### src/rtl/flash_responder.sv
// flash_responder: Avalon-MM read-only responder standing in for the EPCS128 flash read port.
// Data is pattern-generated per byte lane; define FLASH_RESPONDER_BYTEMASK_EN to zero disabled lanes.

module flash_responder_lane #(
    parameter int         ADDR_WIDTH = 23,
    parameter int         LANE       = 0,
    parameter logic [7:0] SEED       = 8'h00,
    parameter bit         BYTEMASK   = 1'b0
) (
    input  logic [ADDR_WIDTH-1:0] addr,
    input  logic                  be,
    output logic [7:0]            data
);
    localparam int SW = ADDR_WIDTH + 2;

    logic [7:0] gen;

    // Byte address {addr,2'b00}+lane; only the low 8 bits survive, so upper address bits fall away.
    assign gen  = 8'({addr, 2'b00} + SW'(LANE) + SW'(SEED));
    assign data = (BYTEMASK && !be) ? 8'h00 : gen;
endmodule

module flash_responder #(
    parameter int         ADDR_WIDTH   = 23,
    parameter int         WAIT_CYCLES  = 2,
    parameter int         READ_LATENCY = 3,
    parameter logic [7:0] SEED         = 8'h00
) (
    input  logic                  clk,
    input  logic                  reset,
    input  logic [ADDR_WIDTH-1:0] address,
    input  logic                  read,
    input  logic [3:0]            byteenable,
    output logic                  waitrequest,
    output logic [31:0]           readdata,
    output logic                  readdatavalid,
    output logic [15:0]           rd_count,
    output logic                  protocol_err
);
    localparam int NUM_LANES = 4;
    localparam int CW        = (WAIT_CYCLES > 1) ? $clog2(WAIT_CYCLES + 1) : 1;
`ifdef FLASH_RESPONDER_BYTEMASK_EN
    localparam bit BYTEMASK = 1'b1;
`else
    localparam bit BYTEMASK = 1'b0;
`endif

    typedef enum logic [1:0] {IDLE, STALL, ACCEPT} state_t;

    typedef struct packed {
        logic [ADDR_WIDTH-1:0] addr;
        logic [3:0]            be;
    } req_t;

    state_t                          state;
    logic [CW-1:0]                   cnt;
    logic                            accept;
    logic [READ_LATENCY:0]           vld_pipe;
    req_t [READ_LATENCY-1:0]         req_pipe;
    logic [NUM_LANES-1:0][7:0]       lane_data;

    assign accept = (state == ACCEPT) && read;

    always_ff @(posedge clk or negedge reset) begin
        if (!reset) begin
            state        <= IDLE;
            cnt          <= '0;
            waitrequest  <= 1'b1;
            rd_count     <= '0;
            protocol_err <= 1'b0;
        end else begin
            case (state)
                IDLE: begin
                    if (read) begin
                        if (WAIT_CYCLES == 0) begin
                            state       <= ACCEPT;
                            waitrequest <= 1'b0;
                        end else begin
                            state <= STALL;
                            cnt   <= CW'(WAIT_CYCLES);
                        end
                    end
                end
                STALL: begin
                    // A master that withdraws a stalled read gets no response at all.
                    if (!read) begin
                        protocol_err <= 1'b1;
                        state        <= IDLE;
                    end else if (cnt == CW'(1)) begin
                        state       <= ACCEPT;
                        waitrequest <= 1'b0;
                    end else begin
                        cnt <= cnt - CW'(1);
                    end
                end
                ACCEPT: begin
                    waitrequest <= 1'b1;
                    state       <= IDLE;
                    if (read) rd_count     <= rd_count + 16'd1;
                    else      protocol_err <= 1'b1;
                end
                default: begin
                    state       <= IDLE;
                    waitrequest <= 1'b1;
                end
            endcase
        end
    end

    // One pipeline slot per cycle of latency; slot i belongs to the read accepted i cycles ago.
    always_ff @(posedge clk or negedge reset) begin
        if (!reset) begin
            vld_pipe <= '0;
            req_pipe <= '0;
            readdata <= '0;
        end else begin
            vld_pipe <= {vld_pipe[READ_LATENCY-1:0], accept};
            if (accept) begin
                req_pipe[0].addr <= address;
                req_pipe[0].be   <= byteenable;
            end
            for (int i = READ_LATENCY - 1; i > 0; i--) req_pipe[i] <= req_pipe[i-1];
            if (vld_pipe[READ_LATENCY-1]) readdata <= lane_data;
        end
    end

    assign readdatavalid = vld_pipe[READ_LATENCY];

    for (genvar g = 0; g < NUM_LANES; g++) begin : g_lane
        flash_responder_lane #(
            .ADDR_WIDTH (ADDR_WIDTH),
            .LANE       (g),
            .SEED       (SEED),
            .BYTEMASK   (BYTEMASK)
        ) u_lane (
            .addr (req_pipe[READ_LATENCY-1].addr),
            .be   (req_pipe[READ_LATENCY-1].be[g]),
            .data (lane_data[g])
        );
    end
endmodule

### config.mk
export PLATFORM = sky130hd
export DESIGN_NAME = flash_responder
export DESIGN_NICKNAME = d
export VERILOG_FILES = /design/src/rtl/flash_responder.sv
export SDC_FILE = /design/constraint.sdc
export NUM_CORES = 1
export LEC_CHECK = 0
export ABC_AREA = 1
export ABC_CLOCK_PERIOD_IN_PS = 1300
export CAP_MARGIN = 20
export CELL_PAD_IN_SITES_DETAIL_PLACEMENT = 1
export CELL_PAD_IN_SITES_GLOBAL_PLACEMENT = 2
export CORE_MARGIN = 2
export CORE_UTILIZATION = 24
export CTS_CLUSTER_SIZE = 40
export DETAILED_ROUTE_END_ITERATION = 6
export PLACE_DENSITY_LB_ADDON = 0.1
export SYNTH_ARGS = -nofsm -noshare
export SYNTH_HDL_FRONTEND = slang
export SYNTH_SLANG_ARGS = --single-unit
### constraint.sdc
create_clock -name clk -period 1.3 [get_ports clk]
set_input_delay 0.13 -clock clk [delete_from_list [all_inputs] [get_ports clk]]
set_output_delay 0.13 -clock clk [all_outputs]
set_load 0.02 [all_outputs]
# Word level (Yosys, flattened, before mapping)
# Index checks and enable logic that the tools add are counted.
classes:
  add_sub_neg: 5
  n_eq_ne: 8
  reduce_logical: 9
  bitwise: 2
  mux: 11
ops:
  columns: ["operator", "n"]
  rows:
  - ["$add 16x1->16 const B", 1]
  - ["$add 8x2->8 const B", 2]
  - ["$mux 2", 6]
  - ["$add 8x1->8 const B", 1]
  - ["$ne 2x2->1 const B", 4]
  - ["$pmux 2 s2", 2]
  - ["$reduce_and 2->1", 3]
  - ["$eq 2x1->1 const B", 2]
  - ["$reduce_and 4->1", 1]
  - ["$ne 3x3->1 const B", 1]
  - ["$reduce_and 3->1", 1]
  - ["$eq 2x2->1 const B", 1]
  - ["$logic_not 2->1", 1]
  - ["$mux 1", 2]
  - ["$not 1->1", 2]
  - ["$pmux 1 s2", 1]
  - ["$reduce_bool 2->1", 1]
  - ["$reduce_or 2->1", 1]
  - ["$sub 2x1->2 const B", 1]
  - ["$logic_and 1x1->1", 1]
word_totals:
  elab_cells: 45
  reg_bits: 74
  inputBits: 30

# Logic depth before layout (Yosys ltp)
# Gate-level depths: netlist of run 1.
logic_depth:
  ltp_word: 4
  depth_mapped: 9
  depth_no_buf: 9

# Cells and area by module
# From an unflattened synthesis of run 1, not the netlist that was laid out.
unflattened:
  cells_unflattened: 407
  hier_area_um2: 5037.3
by_module_without_submodules:
  columns: ["mod", "area_per_inst_um2", "cells_per_inst", "seq_area_each_um2", "n_inst"]
  rows:
  - ["flash_responder", 4774.6, 369, 3479.6, 1]
  - ["flash_responder_lane (g_lane[1].u_lane ...)", 67.6, 10, 0.0, 2]
  - ["flash_responder_lane (g_lane[0].u_lane ...)", 63.8, 9, 0.0, 2]

# Least setup slack after synthesis of run 1
# Ideal clock, no wire load.
synth_timing:
  path_type: "register to register"
  from: "register rd_count[0]"
  to: "register rd_count[12]"
  setup_ns: 0.113
  synth_period_minus_slack_ns: 1.355
  t_required_ns: 1.187
  stages_incl_launch_ff: 9
  path_buffers: 0
  path_slack_ns: -0.055
  arrival_ns: 1.242
  cell_sequence: "dfrtp_1 -> ha_1 -> nand3_2 -> nor2_2 -> nand2_2 -> nor2_1 -> nand2_1 -> nand2_1 -> inv_1"
synth_via:
  elab_chain_len: 1
synth_rtl:
  columns: ["element", "line_no", "text"]
  rows:
  - ["start, declared", "37", "output logic [15:0] rd_count,"]
  - ["start signal, assigned", "99", "if (read) rd_count <= rd_count + 16'd1;"]
  - ["$add 16x1->16", "99", null]
# Every way passes these cells.
# A chain may end at the register's enable or synchronous reset.

# Final worst setup path of run 1
layout_timing:
  from: "register state[1]"
  to: "register rd_count[4]"
layout_via:
  elab_chain_len: 2
layout_rtl:
  columns: ["element", "line_no", "text"]
  rows:
  - ["start, declared", "55", "state_t state;"]
  - ["start signal, assigned", "66", "state <= IDLE;"]
  - ["start signal, assigned", "76", "state <= ACCEPT;"]
  - ["start signal, assigned", "79", "state <= STALL;"]
  - ["$eq 2x2->1", "72", "case (state)"]
  - ["$reduce_and 2->1 (no line)", null, null]
# Every way passes these cells.

==> flow_summary.json, run 1 <==
{
  "synth_edf_count": 0,
  "postSynthRegisterBits": 51,
  "std_cell_rows": 35,
  "synthArstFlopShare_pct": 100.0,
  "cts.clk_slew.worst_paths_ps": 100,
  "netlist.area_leader.share_pct": 56.63,
  "io_pins": 81,
  "total_via_count_in_the_routed_design": 1602,
  "r2r_slack_ps": -60,
  "initial_core_util_pct": 24.38,
  "detailedRoute.firstPassIterationCount": 3,
  "hold_viol": 0,
  "max_freq_ghz": 0.7344,
  "register_area_mm2": 0.001281,
  "worst_setup_path_end_kind": "flop",
  "start_kind": "flop",
  "routed_wirelength_um": 4760,
  "diodes": 0,
  "rr_startpoint": "state[1]",
  "timing.critical_path.required_ps": 1500,
  "die-width_um": 99.95,
  "reg2reg_to": "rd_count[4]",
  "ctsHtreeMaxLevel": 2,
  "grt-ovfl-total": 0,
  "nNetsFinal": 324,
  "timing.final.max_slew_violations": 0,
  "fin_crit_ps": 1362,
  "clkSinkCount": 51,
  "total_of_warnings_raised_by_yosys": 0,
  "globalRoute.busiestLayer": "met2",
  "place_hpwl_um": 3464,
  "drt_first_iter_violations": 41,
  "post_synth_main_area_contributors": "sky130_fd_sc_hd__dfrtp_1 57%, sky130_fd_sc_hd__nand2_1 10%, sky130_fd_sc_hd__buf_4 8.5%, sky130_fd_sc_hd__ha_1 4.0%, sky130_fd_sc_hd__inv_1 2.9%",
  "worst-r2r-cell-count": 7,
  "min_period_over_period_pct": 104.7,
  "max-vdd-ir-drop_mv": 0.6472,
  "total_die_area_mm2": 0.009990,
  "pwr_density_cell_mw_per_mm2": 1860,
  "antenna_found_initial": 0,
  "layout.filler_cells": 1035,
  "timing.critical_path.arrival_ps": 1560,
  "first_pass_grt_wire_length_um": 8017,
  "synth.avg_cell_area_um2": 10.14,
  "clock_skew_ps": 6.613,
  "cts_root_buffer": "sky130_fd_sc_hd__clkbuf_8",
  "min_path_type": "in2async",
  "drv.max_cap_violation_count": 0,
  "number_of_global_route_vias_before_repair": 1581,
  "leakagePower_nw": 1.667,
  "total_clock_buffers_created_by_cts": 5,
  "tritoncts": "built",
  "global_route.usage.total_pct": 10.16,
  "setup-tns-final_ps": -126.4,
  "multiInputGateArea_um2": 774.5,
  "portBuffers": 55,
  "gp_routability_congestion": 0.7059,
  "route.detailed.wl_per_inst_um": 11.93,
  "violated_checks": "negative setup slack",
  "gr-usage-met2_pct": 16.94,
  "clk_buf_depth": 2,
  "ys_types": 28,
  "most_instantiated_flip_flop_cell_in_the_synthesis_netlist": "sky130_fd_sc_hd__dfrtp_1",
  "post_route_cells_drive_above_1_share_pct": 26.39,
  "grt_start_max_net_pins": 43,
  "globalRouteMet3Util_pct": 2.716,
  "avgViaCountPerCell": 4.015,
  "run_status": "finished, violations left",
  "timing.setup.critical_path_class": "reg2reg",
  "cell_accounting_for_the_most_synthesized_area": "sky130_fd_sc_hd__dfrtp_1",
  "critical_path.max_fanout": 3,
  "groute.layer.met1.usage_pct": 12.92,
  "clk_latency_ps": 310,
  "final_core_utilization_pct": 34.37,
  "drt_drc_violations_left": 0,
  "floorplan.die.height_um": 99.95,
  "mappedNetlistArea_mm2": 0.002210,
  "rsz0062_at_grt": "yes",
  "floorplan.core_area_mm2": 0.009065,
  "synth_cells": 218,
  "area_delta_synth_final_pct": 41.00,
  "final-setup-viol-count": 5,
  "antenna_violating_nets_post_route": 0,
  "final.setup.worst_slack_ps": -61.59,
  "yosysSeqAreaShare_pct": 57.81
}
[final cells by class]
| class | count | share of cell area, % |
|---|---|---|
| timing repair buffer | 86 | 24.46 |
| sequential | 51 | 41.12 |
| clock buffer | 6 | 2.329 |
| clock inverter | 2 | 0.5221 |
| inverter | 18 | 2.249 |
| multi-input combinational | 125 | 24.86 |
| tap | 111 | 4.458 |
[critical path: stages (launching register included)]
cell and delay [ps]:
sky130_fd_sc_hd__dfrtp_1 430, sky130_fd_sc_hd__buf_6 130, sky130_fd_sc_hd__ha_4 170, sky130_fd_sc_hd__nand3_4 110
sky130_fd_sc_hd__nor2_4 50, sky130_fd_sc_hd__buf_4 140, sky130_fd_sc_hd__buf_6 100, sky130_fd_sc_hd__xor2_1 130
[state kept, by name, indices dropped and copies added (netlist names)]
signal and count:
req_pipe 18, rd_count 16, readdata 7, vld_pipe 4, cnt 2, state 2, protocol_err 1, waitrequest 1
[report_power, final]
part	leakage [nW]	total [mW]	switching, mW	internal, mW
clock network	0.0418	0.955	0.567	0.388
logic	0.974	2.46	1.40	1.06
registers	0.651	2.38	0.298	2.08
[worst max-delay path by stage]
| stage | startpoint | endpoint | slack (ps) | cells past startpoint |
|---|---|---|---|---|
| floorplan | state[0] | rd_count[12] | 10 | 9 |
| global placement | read | rd_count[13] | -170 | 6 |
| detailed placement | read | rd_count[13] | -190 | 6 |
| CTS | state[0] | rd_count[12] | -80 | 9 |
| global route | state[0] | rd_count[12] | -130 | 9 |
| finish | state[1] | rd_count[4] | -60 | 7 |
[metrics by stage]
stage	hold slack (ps)	instance area [um^2]	cells	total power, mW	worst slack [ps]
6_report	223.0	3115	399	5.794	-61.59
5_1_grt	250.3	3115	399	6.234	-134.5
4_1_cts	226.8	2987	393	5.700	-77.36
3_5_place_dp	35.52	2907	381	4.986	-194.5
3_3_place_gp	38.14	2907	381	4.952	-172.2
2_1_floorplan	-165.6	2255	221	4.031	10.33
[cells in the final DEF, fill, tap and decap left out, types with 4 or more instances in the layout]
| cell | Yosys | final |
|---|---|---|
| sky130_fd_sc_hd__o21ai_1 | 1 | 5 |
| sky130_fd_sc_hd__nand2_2 | 3 | 10 |
| sky130_fd_sc_hd__conb_1 | 1 | 4 |
| sky130_fd_sc_hd__nand2_1 | 61 | 51 |
| sky130_fd_sc_hd__nor2_1 | 11 | 11 |
| sky130_fd_sc_hd__inv_1 | 17 | 13 |
| sky130_fd_sc_hd__clkdlybuf4s50_1 | 0 | 7 |
| sky130_fd_sc_hd__clkbuf_8 | 0 | 5 |
| sky130_fd_sc_hd__xor2_1 | 5 | 5 |
| sky130_fd_sc_hd__inv_2 | 0 | 4 |
| sky130_fd_sc_hd__buf_4 | 25 | 23 |
| sky130_fd_sc_hd__buf_6 | 1 | 5 |
| sky130_fd_sc_hd__dlygate4sd2_1 | 0 | 43 |
| sky130_fd_sc_hd__xnor2_1 | 6 | 6 |
| sky130_fd_sc_hd__dfrtp_1 | 50 | 47 |
| sky130_fd_sc_hd__ha_1 | 7 | 4 |
| sky130_fd_sc_hd__nand4_1 | 4 | 4 |
[what timing repair did]
item,4_1_cts,5_1_grt
endpoints found under the hold margin,9,0
endpoints found under the setup margin,71,28
buffers inserted,3,6
pin swaps,3,6
hold buffers,1,0
resized for setup,55,38
[kinds of logic (layout without fill, tap and decap cells)]
group | Yosys count | count (layout) | synth area share (%)
XOR/XNOR | 11 | 11 | 4.360
adder cells (fa/ha/maj) | 7 | 7 | 3.964
flip-flops | 51 | 51 | 57.81
buffers and inverters | 45 | 112 | 12.23
AND/OR/NAND/NOR | 90 | 90 | 18.06
other | 1 | 4 | 0.1697
AO/OA/AOI/OAI | 13 | 13 | 3.398
[layer usage]
layer / vias up / share of wire (%)
met2: 36 / 48
met5: - / 0
met1: 778 / 46
met3: 5 / 4.9
met4: 0 / 1.3
li1: 783 / -
[synthesized netlist by cell type, drive strengths merged (2+ instances only)]
master and instances:
dfrtp 50, xor2 5, ha 7, xnor2 6
buf 26, inv 17, a21oi 2, nor2 14
nand4 4, nand3 5, nor3 2, nand2 64
o21ai 7
No activity file was read; power rests on OpenSTA's default activity.
==> run 2, diff against run 1 <==
--- a/config.mk
+++ b/config.mk
@@ -15,6 +15,7 @@
 export CTS_CLUSTER_SIZE = 40
 export DETAILED_ROUTE_END_ITERATION = 6
 export PLACE_DENSITY_LB_ADDON = 0.1
+export SLEW_MARGIN = 15
 export SYNTH_ARGS = -nofsm -noshare
 export SYNTH_HDL_FRONTEND = slang
 export SYNTH_SLANG_ARGS = --single-unit
==> results of run 2 <==
Final layout, timing and power as in run 1 (identical DEF).
